## config.mk

```make
export PLATFORM = sky130hd
export DESIGN_NAME = writeback_arbiter
export DESIGN_NICKNAME = d
export VERILOG_FILES = /design/src/rtl/writeback_arbiter.sv
export SDC_FILE = /design/constraint.sdc
export NUM_CORES = 1
export LEC_CHECK = 0
export CAP_MARGIN = 20
export CORE_MARGIN = 8
export CORE_UTILIZATION = 52
export CTS_CLUSTER_SIZE = 16
export DETAILED_ROUTE_END_ITERATION = 16
export PLACE_DENSITY = 0.86
export SYNTH_ARGS = -nofsm -noshare
export SYNTH_HDL_FRONTEND = slang
export SYNTH_SLANG_ARGS = --single-unit
```

## constraint.sdc

```tcl
create_clock -name clk -period 3.6 [get_ports clk]
set_clock_uncertainty 0.2 [all_clocks]
set_input_delay 1.08 -clock clk [delete_from_list [all_inputs] [get_ports clk]]
set_output_delay 1.08 -clock clk [all_outputs]
set_load 0.02 [all_outputs]
```

## src/rtl/writeback_arbiter.sv

```systemverilog
// ============================================================================
// writeback_arbiter : merges MEM/WB results and queued MDU results onto the
// single register-file write port. Rev 1.0
// ============================================================================
`default_nettype none

module writeback_arbiter #(
    parameter int DEPTH = 4,
    parameter int CNT_W = 3
) (
    input  logic             clk,
    input  logic             reset_n,
    input  logic             wb_valid,
    input  logic             wb_regwrite,
    input  logic [4:0]       wb_dest,
    input  logic             wb_memtoreg,
    input  logic [31:0]      wb_alu_result,
    input  logic [31:0]      wb_mem_data,
    input  logic             mdu_valid,
    input  logic [4:0]       mdu_dest,
    input  logic [31:0]      mdu_data,
    output logic             mdu_ready,
    output logic [4:0]       reg_write,
    output logic             regwrite_con,
    output logic [31:0]      write_data,
    output logic [31:0]      pending_mask,
    output logic [CNT_W-1:0] fifo_count
);

    localparam int               PTR_W  = (DEPTH > 1) ? $clog2(DEPTH) : 1;
    localparam logic [CNT_W-1:0] C_FULL = CNT_W'(DEPTH);

    logic [4:0]       dest_q [DEPTH];
    logic [31:0]      data_q [DEPTH];
    logic [DEPTH-1:0] live_q, live_d;
    logic [PTR_W-1:0] head_q, head_d, tail_q, tail_d;
    logic [CNT_W-1:0] count_q, count_d;
    logic [4:0]       reg_write_q, reg_write_d;
    logic             regwrite_con_q, regwrite_con_d;
    logic [31:0]      write_data_q, write_data_d;

    logic pipe_wr;
    logic push;
    logic pop;

    assign pipe_wr   = wb_valid & wb_regwrite & (wb_dest != 5'd0);
    assign mdu_ready = reset_n & (count_q < C_FULL);
    // A result for the register the pipe is writing right now is already stale.
    assign push      = mdu_valid & mdu_ready & (mdu_dest != 5'd0)
                       & ~(pipe_wr & (mdu_dest == wb_dest));
    assign pop       = ~pipe_wr & (count_q != '0);

    always_comb begin
        live_d         = live_q;
        head_d         = head_q;
        tail_d         = tail_q;
        count_d        = count_q;
        reg_write_d    = reg_write_q;
        write_data_d   = write_data_q;
        regwrite_con_d = 1'b0;

        for (int i = 0; i < DEPTH; i++) begin
            if (pipe_wr && live_q[i] && (dest_q[i] == wb_dest)) begin
                live_d[i] = 1'b0;
            end
        end

        if (pipe_wr) begin
            reg_write_d    = wb_dest;
            regwrite_con_d = 1'b1;
            write_data_d   = wb_memtoreg ? wb_mem_data : wb_alu_result;
        end else if (pop) begin
            if (live_q[head_q]) begin
                reg_write_d    = dest_q[head_q];
                regwrite_con_d = 1'b1;
                write_data_d   = data_q[head_q];
            end
            live_d[head_q] = 1'b0;
            head_d         = head_q + PTR_W'(1);
        end

        if (push) begin
            live_d[tail_q] = 1'b1;
            tail_d         = tail_q + PTR_W'(1);
        end

        case ({push, pop})
            2'b10:   count_d = count_q + CNT_W'(1);
            2'b01:   count_d = count_q - CNT_W'(1);
            default: count_d = count_q;
        endcase
    end

    always_comb begin
        pending_mask = '0;
        for (int i = 0; i < DEPTH; i++) begin
            if (live_q[i]) begin
                pending_mask[dest_q[i]] = 1'b1;
            end
        end
    end

    always_ff @(posedge clk or negedge reset_n) begin
        if (!reset_n) begin
            live_q         <= '0;
            head_q         <= '0;
            tail_q         <= '0;
            count_q        <= '0;
            reg_write_q    <= '0;
            regwrite_con_q <= 1'b0;
            write_data_q   <= '0;
        end else begin
            live_q         <= live_d;
            head_q         <= head_d;
            tail_q         <= tail_d;
            count_q        <= count_d;
            reg_write_q    <= reg_write_d;
            regwrite_con_q <= regwrite_con_d;
            write_data_q   <= write_data_d;
        end
    end

    // Payload storage needs no reset: live bits gate every use of it.
    always_ff @(posedge clk) begin
        if (push) begin
            dest_q[tail_q] <= mdu_dest;
            data_q[tail_q] <= mdu_data;
        end
    end

    assign reg_write    = reg_write_q;
    assign regwrite_con = regwrite_con_q;
    assign write_data   = write_data_q;
    assign fifo_count   = count_q;

endmodule

`default_nettype wire

```

### Word level (Yosys, flattened, before mapping)

Memory sizes are Yosys's and may differ from the RTL's.
Cells that the tools add are included.

* register bits: 49
* latch bits: 0
* bits in writable memories: 148
* memory bits (read-only): 0
* input bits: 112
* word-level logic and storage cells: 109
* memories: 2

* add/subtract/negate cells: 4
* multipliers: 0
* div/mod/pow operators: 0
* $lt $le $gt $ge: 13
* eq/ne operators: 7
* shift-type cells: 0
* mux-type cells: 38
* bitwise gates (word level): 16
* reductions and logical operators: 22

Memory list
* data_q: words 4, width 32, read ports 1, clocked after memory_dff 0, wr ports 1, RTL line 34 `logic [31:0] data_q [DEPTH];`
* dest_q: words 4, width 5, read ports 5, clocked after memory_dff 0, wr ports 1, RTL line 33 `logic [4:0] dest_q [DEPTH];`

Operators by type and width (number)
* 2-to-1 mux 32 bit: 8
* OR 32 bit: 3
* equality test 5 bit: 5
* less-than comparator 5 x 6 -> 1 bit, second input constant: 4
* demux 1 bit (select 5 bit): 4
* greater-or-equal comparator 5 x 1 -> 1 bit, second input constant: 4
* 2-to-1 mux 1 bit: 16
* 2-to-1 mux 5 bit: 3
* logical AND 1 bit: 14
* 2-to-1 mux 4 bit: 3
* nonzero test 5 bit: 2
* bitwise AND 1 bit: 8
* less-than comparator 2 x 3 -> 1 bit, second input constant: 2
* case mux 3 bit (2 select lines): 1
* nonzero test 2 bit: 3
* adder 2 x 1 -> 2 bit, second input constant: 2
* bitwise AND 4 bit: 1
* demux 1 bit (select 2 bit): 2
* greater-or-equal comparator 2 x 1 -> 1 bit, second input constant: 2
* NOT 4 bit: 1
* OR 4 bit: 1
* AND reduction 2 bit: 2
* adder 3 x 1 -> 3 bit, second input constant: 1
* less-than comparator 3 bit, second input constant: 1
* other kinds (6): 7

### Depth between registers and ports, before layout

Gate-level depths: netlist of the first run.

* depth after elaboration: 11
* mapped depth: 13
* mapped depth without buffers: 10

### Least setup slack after synthesis of the first run

Ideal clock, no wire load.

* path type: input port to flip-flop
* start point: input wb_dest[1]
* end point: memory data_q[0][0], enable pin
* library setup time: 0.398 ns
* arrival: 3.321 ns
* required time: 3.002 ns
* slack: -0.319 ns
* stages: 7
* buffers on the path: 3
* cell sequence: buf_4 -> or3_4 -> o31a_1 -> buf_6 -> a31oi_1 -> buf_2 -> and2_1

* longest elaborated chain between the ends: 7
* elaborated cells between the ends (all ways): 8
* those cells by class: 1 x eq/ne; 2 x mux; 4 x bitwise; 1 x reduce/logical

RTL lines
* from (decl): RTL line 15 `input logic [4:0] wb_dest,`
* nonzero test 5 bit: RTL line 46 `assign pipe_wr = wb_valid & wb_regwrite & (wb_dest != 5'd0);`
* bitwise AND 1 bit: RTL line 46
* bitwise AND 1 bit *: RTL line 50 `& ~(pipe_wr & (mdu_dest == wb_dest));`
* NOT 1 bit *: RTL line 50
* bitwise AND 1 bit *: RTL line 50
* 2-to-1 mux 1 bit *: RTL line 125 `if (push) begin`
* 2-to-1 mux 1 bit (implied by the code) *: RTL line 127 `data_q[tail_q] <= mdu_data;`
* to (decl): RTL line 34

Mark *: on every way between the ends. The rest lies on a longest branch, timed or not.

==> summary.md, run 1 <==
| Metric | Value |
|---|---|
| Minimum clock period | `between 3 and 4 ns` |
| Mapped cell area | `between 9000 and 10000 um2` |
| Post-place setup slack | `-0.164 ns` |
| Dpl cells | `1012` |
| CP Launch Type | `flop` |
| DR vias/cell | `about 6.2` |
| DP HPWL | `18600 um` |
| Dpl cell area | `11900 um2` |
| Final Max Tran Viols | `0` |
| WL final | `27500 um` |
| Worst setup EP type | `output port` |
| Design area | `12800 um2` |
| Unique masters post-synth | `49` |
| Final period utilization | `0.989` |
| H-Tree Depth | `4` |
| Status | `complete, no violations` |
| Avg WL per Cell | `25.6 um` |
| GRT Total Usage | `0.232` |
| Maximum vdd drop | `between 500 and 600 uV` |
| Ys async rst share | `0.249` |
| Post-route insts no fill | `1074` |
| Vias | `6703` |
| Cell Pwr Density | `659 nW/um2` |
| Max stage delay cell, worst path | `clkdlybuf4s50_1` |
| Die ar. | `23100 um2` |
| Setup ws final | `0.0398 ns` |
| Hold_buf cts | `0` |
| Worst-path fanout max | `8` |
| Arrival time worst endpoint | `2.28 ns` |
| Mapped Cells | `601` |
| Mux contribution to synthesized area | `0.206` |
| Yosys reg bits | `197` |
| Combinational family with the most area after synthesis | `multiplexers` |
| CP Capture Point | `pending_mask[24]` |
| Final Wtd Congestion | `0.877` |
| Commonest non-fill, non-tap cell in the layout | `clkdlybuf4s50_1` |
| Clock-pin slew on the worst setup and hold paths | `0.07 ns` |
| HP Start | `write_data[6]` |
| Synth Area in XOR/XNOR | `0.0274` |
| Antenna-violating nets left | `0` |
| TritonCTS clock tree | `built` |
| CTS root buffer | `clkbuf_16` |
| I/O pin count | `186` |
| R2R depth | `5` |
| Layout cell share with drive strength beyond 1 | `0.300` |
| EDFF count, synth | `about 150` |
| Reg2reg start | `head_q[1]` |
| Global-route wire length before repair | `between 40000 and 50000 um` |
| P&R area growth vs syn | `33.7%` |
| Compound-Gate Fraction of Synth Area | `0.0744` |
| Synth Flop Type | `edfxtp_1` |
| Congestion Overflow GR | `0` |
| DR iter-0 viols | `around 570` |
| Critical path type | `reg2out` |
| Worst EP required | `around 2.3 ns` |
| Cells along the critical path | `or3b_4, o221ai_1, clkdlybuf4s50_1` |
| Yosys top cell area share | `0.463` |
| Initial antenna violation count | `2` |
| Final-stage net count | `952` |
| Die Ht | `roughly 150 um` |
| Final setup vio count | `0` |
| Worst skew pair latency | `between 0.4 and 0.5 ns` |
| Ys Warns | `0` |
| TritonCTS Buffers | `17` |
| Remaining DRCs | `0` |
| Number of cell rows | `slightly below 50` |
| Avg Inst Size Synth | `16.0 um2` |
| Pleak | `4.92 nW` |
| Maxcap violations | `0` |
| Vias in the first global route | `7195` |
| Total iterations of the first detailed-routing run | `5` |
| Crit path from | `dest_q[2][0]` |
| Top cells by area, synth | `edfxtp_1, dfrtp_1, mux4_2, mux2_4, mux2_2` |
| Longest Clk Path Bufs | `2` |
| Layout Utilization | `0.713` |
| Filler cell count | `approximately 1100` |
| Clock Sinks | `~200` |
| Leading area contributor after synthesis | `edfxtp_1` |
| R2R Setup Slk | `1.05 ns` |
| Syn_nets | `between 700 and 800` |
| Fin. Hold Viols | `0` |
| Relative slew margins | `0.510` |
| Die width | `roughly 150 um` |
| Initial core utilization | `0.533` |
| Largest net degree at the start of global routing | `50` |
| Hold path depth | `1` |
| Fmax | `between 200 and 300 MHz` |
| Sequential-to-total area share from yosys stat | `0.590` |
| Most frequent cells in the layout | `clkdlybuf4s50_1, edfxtp_1, buf_4` |
| Setup_tns | `0 ns` |
| Worst path max stage delay | `roughly 0.64 ns` |
| RSZ-0062 raised after global routing | `no` |
| Synth Area in Adders | `0.0138` |
| Worst slew pin tran | `0.735 ns` |
| Count of input and output buffers | `between 150 and 200` |
| Core box area | `18000 um2` |
| RR Endpoint | `write_data[9]` |
| Min-delay worst type | `reg2reg` |
| Simple-gate share of the synthesized area | `0.0608` |
how the worst min path moves through the flow:
stage                     end  slack [ns]
6_report        write_data[6]        0.31
5_1_grt         write_data[6]        0.33
4_1_cts         write_data[6]        0.32
3_5_place_dp    write_data[6]        0.29
3_3_place_gp   write_data[17]        0.29
2_1_floorplan       tail_q[1]        0.33
repair_timing:
item                                    in CTS  in global routing
endpoints found under the setup margin      30                 13
setup buffers                               17                 11
gates resized for setup                     28                 15
per-layer routing:
layer	vias to the layer above	routed length (um)	global-route usage
li1	2873	-	-
met1	3391	10200	0.276
met2	373	14600	0.406
met3	66	1900	0.0432
met4	0	816	0.0952
met5	-	0	0
report_power, final:
| group | switching, mW | internal [mW] |
|---|---|---|
| registers | 0.316 | 2.87 |
| logic | 1.50 | 1.79 |
| clock network | 0.853 | 1.13 |
cell families (layout without fill, tap and decap cells):
kind of cell,count (synthesis),after routing
other,0,2
xor gates and xnor gates,30,30
AOI/OAI and AO/OA,84,84
DFF,197,197
adders and majority gates,10,10
muxes,127,127
and+or+nand+nor,101,101
buffers and inverters,52,294
metrics by stage:
| step | hold WS (ns) | power (mW) |
|---|---|---|
| 2_1_floorplan | 0.334 | 5.18 |
| 4_1_cts | 0.315 | 8.50 |
| 5_1_grt | 0.332 | 8.81 |
| 6_report | 0.311 | 8.46 |
| 3_3_place_gp | 0.294 | 6.35 |
| 3_5_place_dp | 0.293 | 6.47 |
Yosys cell counts, drive strengths merged (7+ instances only):
master and instances:
nand3 7, nand2 24, o221a 8, a22oi 16, o221ai 16, dfrtp 49
ha 9, nor3 8, nand3b 12, mux2i 10, inv 8, clkbuf 28
mux2 79, mux4 38, nor3b 8, o22ai 13, buf 16, edfxtp 148
xnor2 11, a221o 13, xor2 19, nor2 12
sequential cells by signal (all words and copies together), names as in the netlist, 2 cells and up:
signal / cells
live_q: 4
reg_write: 5
dest_q: 20
data_q: 128
write_data: 32
fifo_count: 3
tail_q: 2
head_q: 2
critical path, delay by kind of cell, from the launching register on:
kind	cells	cell delay, ns
buffers and inverters	1	0.64
DFF	1	0.52
and+or+nand+nor	1	0.50
AOI/OAI and AO/OA	1	0.20
final cells by class:
| class | count | area (um2) | share of cell area |
|---|---|---|---|
| tap | 229 | 287 | 0.0223 |
| inverter | 8 | 30.0 | 0.00234 |
| clock inverter | 14 | 188 | 0.0146 |
| antenna | 2 | 5.00 | 0.000390 |
| sequential | 197 | 5670 | 0.442 |
| clock buffer | 18 | 439 | 0.0342 |
| multi-input combinational | 352 | 3730 | 0.291 |
| timing repair buffer | 254 | 2490 | 0.194 |
No activity file was read; power rests on OpenSTA's default activity.
==> inputs of run 2 (changes only) <==
--- a/config.mk
+++ b/config.mk
@@ -10,7 +10,7 @@
 export CORE_UTILIZATION = 52
 export CTS_CLUSTER_SIZE = 16
 export DETAILED_ROUTE_END_ITERATION = 16
-export PLACE_DENSITY = 0.86
+export PLACE_DENSITY = 0.8
 export SYNTH_ARGS = -nofsm -noshare
 export SYNTH_HDL_FRONTEND = slang
 export SYNTH_SLANG_ARGS = --single-unit
==> run 2 against run 1 <==
Net effect: sequential power hardly changed; combinational power decreased by 1%; maximum frequency down 0.38%; sequential share of layout area rose by 0.25 points; clock-buffer cell count rose by 1; register-to-register slack got worse by 0.02 ns; hold slack improved by 0.00061 ns; critical endpoint is now pending_mask[5]; die area did not move; first-iteration DRC count increased by 3.0%; utilization down 0.40 points; total power down 3.1%; critical path depth rose by 3.
==> summary.md, run 2 (same netlist as run 1, synthesis figures left out) <==
| Metric | Value |
|---|---|
| Die width | `152 um` |
| Dpl cells | `1016` |
| Post-route insts no fill | `between 1000 and 1500` |
| RSZ-0062 raised after global routing | `no` |
| Global-route wire length before repair | `between 40000 and 50000 um` |
| Layout cell share with drive strength beyond 1 | `0.307` |
| Setup_tns | `0 ns` |
| Total iterations of the first detailed-routing run | `5` |
| Pleak | `4.90 nW` |
| Most frequent cells in the layout | `clkdlybuf4s50_1, edfxtp_1, buf_4` |
| Maximum vdd drop | `453 uV` |
| WL final | `~27000 um` |
| Hold slack | `about 0.31 ns` |
| Antenna-violating nets left | `0` |
| Avg WL per Cell | `24.8 um` |
| Critical path type | `reg2out` |
| Final Wtd Congestion | `0.896` |
| CP Launch Type | `flop` |
| Maxcap violations | `0` |
| Worst-path fanout max | `4` |
| TritonCTS clock tree | `built` |
| Final-stage net count | `~960` |
| R2R Setup Slk | `1.03 ns` |
| R2R depth | `5` |
| Commonest non-fill, non-tap cell in the layout | `clkdlybuf4s50_1` |
| CTS root buffer | `clkbuf_16` |
| Worst EP required | `2.32 ns` |
| DP HPWL | `18400 um` |
| Initial antenna violation count | `2` |
| Max reg flops | `128` |
| Worst skew pair latency | `0.43 ns` |
| Congestion Overflow GR | `0` |
| Cell Pwr Density | `642 nW/um2` |
| Clock Sinks | `197` |
| Hold path depth | `1` |
| Most flops, register | `data_q` |
| Die ar. | `23100 um2` |
| Number of cell rows | `slightly below 50` |
| GRT Total Usage | `0.230` |
| Arrival time worst endpoint | `2.29 ns` |
| Filler cell count | `1159` |
| RR Endpoint | `write_data[20]` |
| Final setup vio count | `0` |
| Final period utilization | `0.993` |
| Min-delay worst type | `reg2reg` |
| Longest Clk Path Bufs | `2` |
| Core box area | `approximately 18000 um2` |
| Hold_buf cts | `0` |
| Die Ht | `152 um` |
| DR vias/cell | `6.17` |
| Reg2reg start | `head_q[1]` |
| Worst slew pin tran | `0.734 ns` |
| Worst setup EP type | `output port` |
| Largest net degree at the start of global routing | `50` |
| Minimum clock period | `3.57 ns` |
| Fmax | `280 MHz` |
| Final Max Tran Viols | `0` |
| I/O pin count | `186` |
| Relative slew margins | `0.510` |
| TritonCTS Buffers | `17` |
| HP Start | `write_data[24]` |
| Count of input and output buffers | `185` |
| H-Tree Depth | `4` |
| Status | `complete, no violations` |
| P&R area growth vs syn | `33.0%` |
| Clock-pin slew on the worst setup and hold paths | `0.07 ns` |
| Vias | `6662` |
| Worst hold endpoint | `write_data[24]` |
| Vias in the first global route | `7224` |
| DR iter-0 viols | `585` |
| Fin. Hold Viols | `0` |
| Design Power | `8.20 mW` |
| Remaining DRCs | `0` |
| Initial core utilization | `0.533` |
## run 2: through the flow
| stage | utilization | cell area, um2 | setup slack (ns) |
|---|---|---|---|
| floorplan | - | 9610 | 0.0712 |
| global placement | 0.662 | 11900 | -0.0196 |
| detailed placement | 0.662 | 11900 | -0.0594 |
| CTS | 0.699 | 12600 | 0.00104 |
| global route | 0.709 | 12800 | 0.0000200 |
| finish | 0.709 | 12800 | 0.0262 |
## run 2: final cells by class
type | instances | area (um2) | area share
Clock buffer | 19 | 443 | 0.0347
Clock inverter | 13 | 111 | 0.00872
Inverter | 8 | 30.0 | 0.00235
Timing Repair Buffer | 260 | 2480 | 0.194
Antenna cell | 2 | 5.00 | 0.000392
Multi-Input combinational cell | 352 | 3740 | 0.293
Tap cell | 229 | 287 | 0.0224
Sequential cell | 197 | 5670 | 0.444
## run 2: metal layers
| metal | global-route usage | part of all wire | up-vias |
|---|---|---|---|
| met5 | 0 | 0 | - |
| met4 | 0.0985 | 0.025 | 0 |
| met3 | 0.0491 | 0.067 | 51 |
| met2 | 0.400 | 0.53 | 352 |
| met1 | 0.269 | 0.38 | 3386 |
| li1 | - | - | 2873 |
## run 2: critical path, cell delays in order (launching register included)
cell,delay (ns)
edfxtp_1,0.47
buf_4,0.20
or3b_2,0.50
nor2_1,0.14
a21oi_1,0.06
o211ai_1,0.12
dlygate4sd2_1,0.37
## run 2: report_power, final
group,internal [mW],total [mW],switching [mW]
combinational,1.77,3.25,1.47
sequential,2.87,3.17,0.302
clock,0.927,1.78,0.857
total,5.57,8.20,2.63
## run 2: repair_timing
item / in CTS / in global routing
pin swaps: 1 / 0
setup buffers: 12 / 18
resized for setup: 33 / 13
setup endpoints to repair: 32 / 13
## run 2: worst max-delay path by stage
| stage | from | slack, ns | to |
|---|---|---|---|
| finish | dest_q[2][4] | 0.03 | pending_mask[5] |
| global route | dest_q[2][4] | 0.00002 | pending_mask[5] |
| CTS | dest_q[2][1] | 0.001 | pending_mask[23] |
| detailed placement | mdu_dest[1] | -0.06 | fifo_count[2] |
| global placement | mdu_dest[1] | -0.02 | fifo_count[2] |
| floorplan | wb_dest[1] | 0.07 | data_q[0][0] |
==> inputs of run 3 (changes only) <==
--- a/config.mk
+++ b/config.mk
@@ -10,6 +10,7 @@
 export CORE_UTILIZATION = 52
 export CTS_CLUSTER_SIZE = 16
 export DETAILED_ROUTE_END_ITERATION = 16
+export HOLD_SLACK_MARGIN = 0.1
 export PLACE_DENSITY = 0.8
 export SYNTH_ARGS = -nofsm -noshare
 export SYNTH_HDL_FRONTEND = slang
==> results of run 3 <==
Final layout, timing and power as in run 2 (identical DEF).
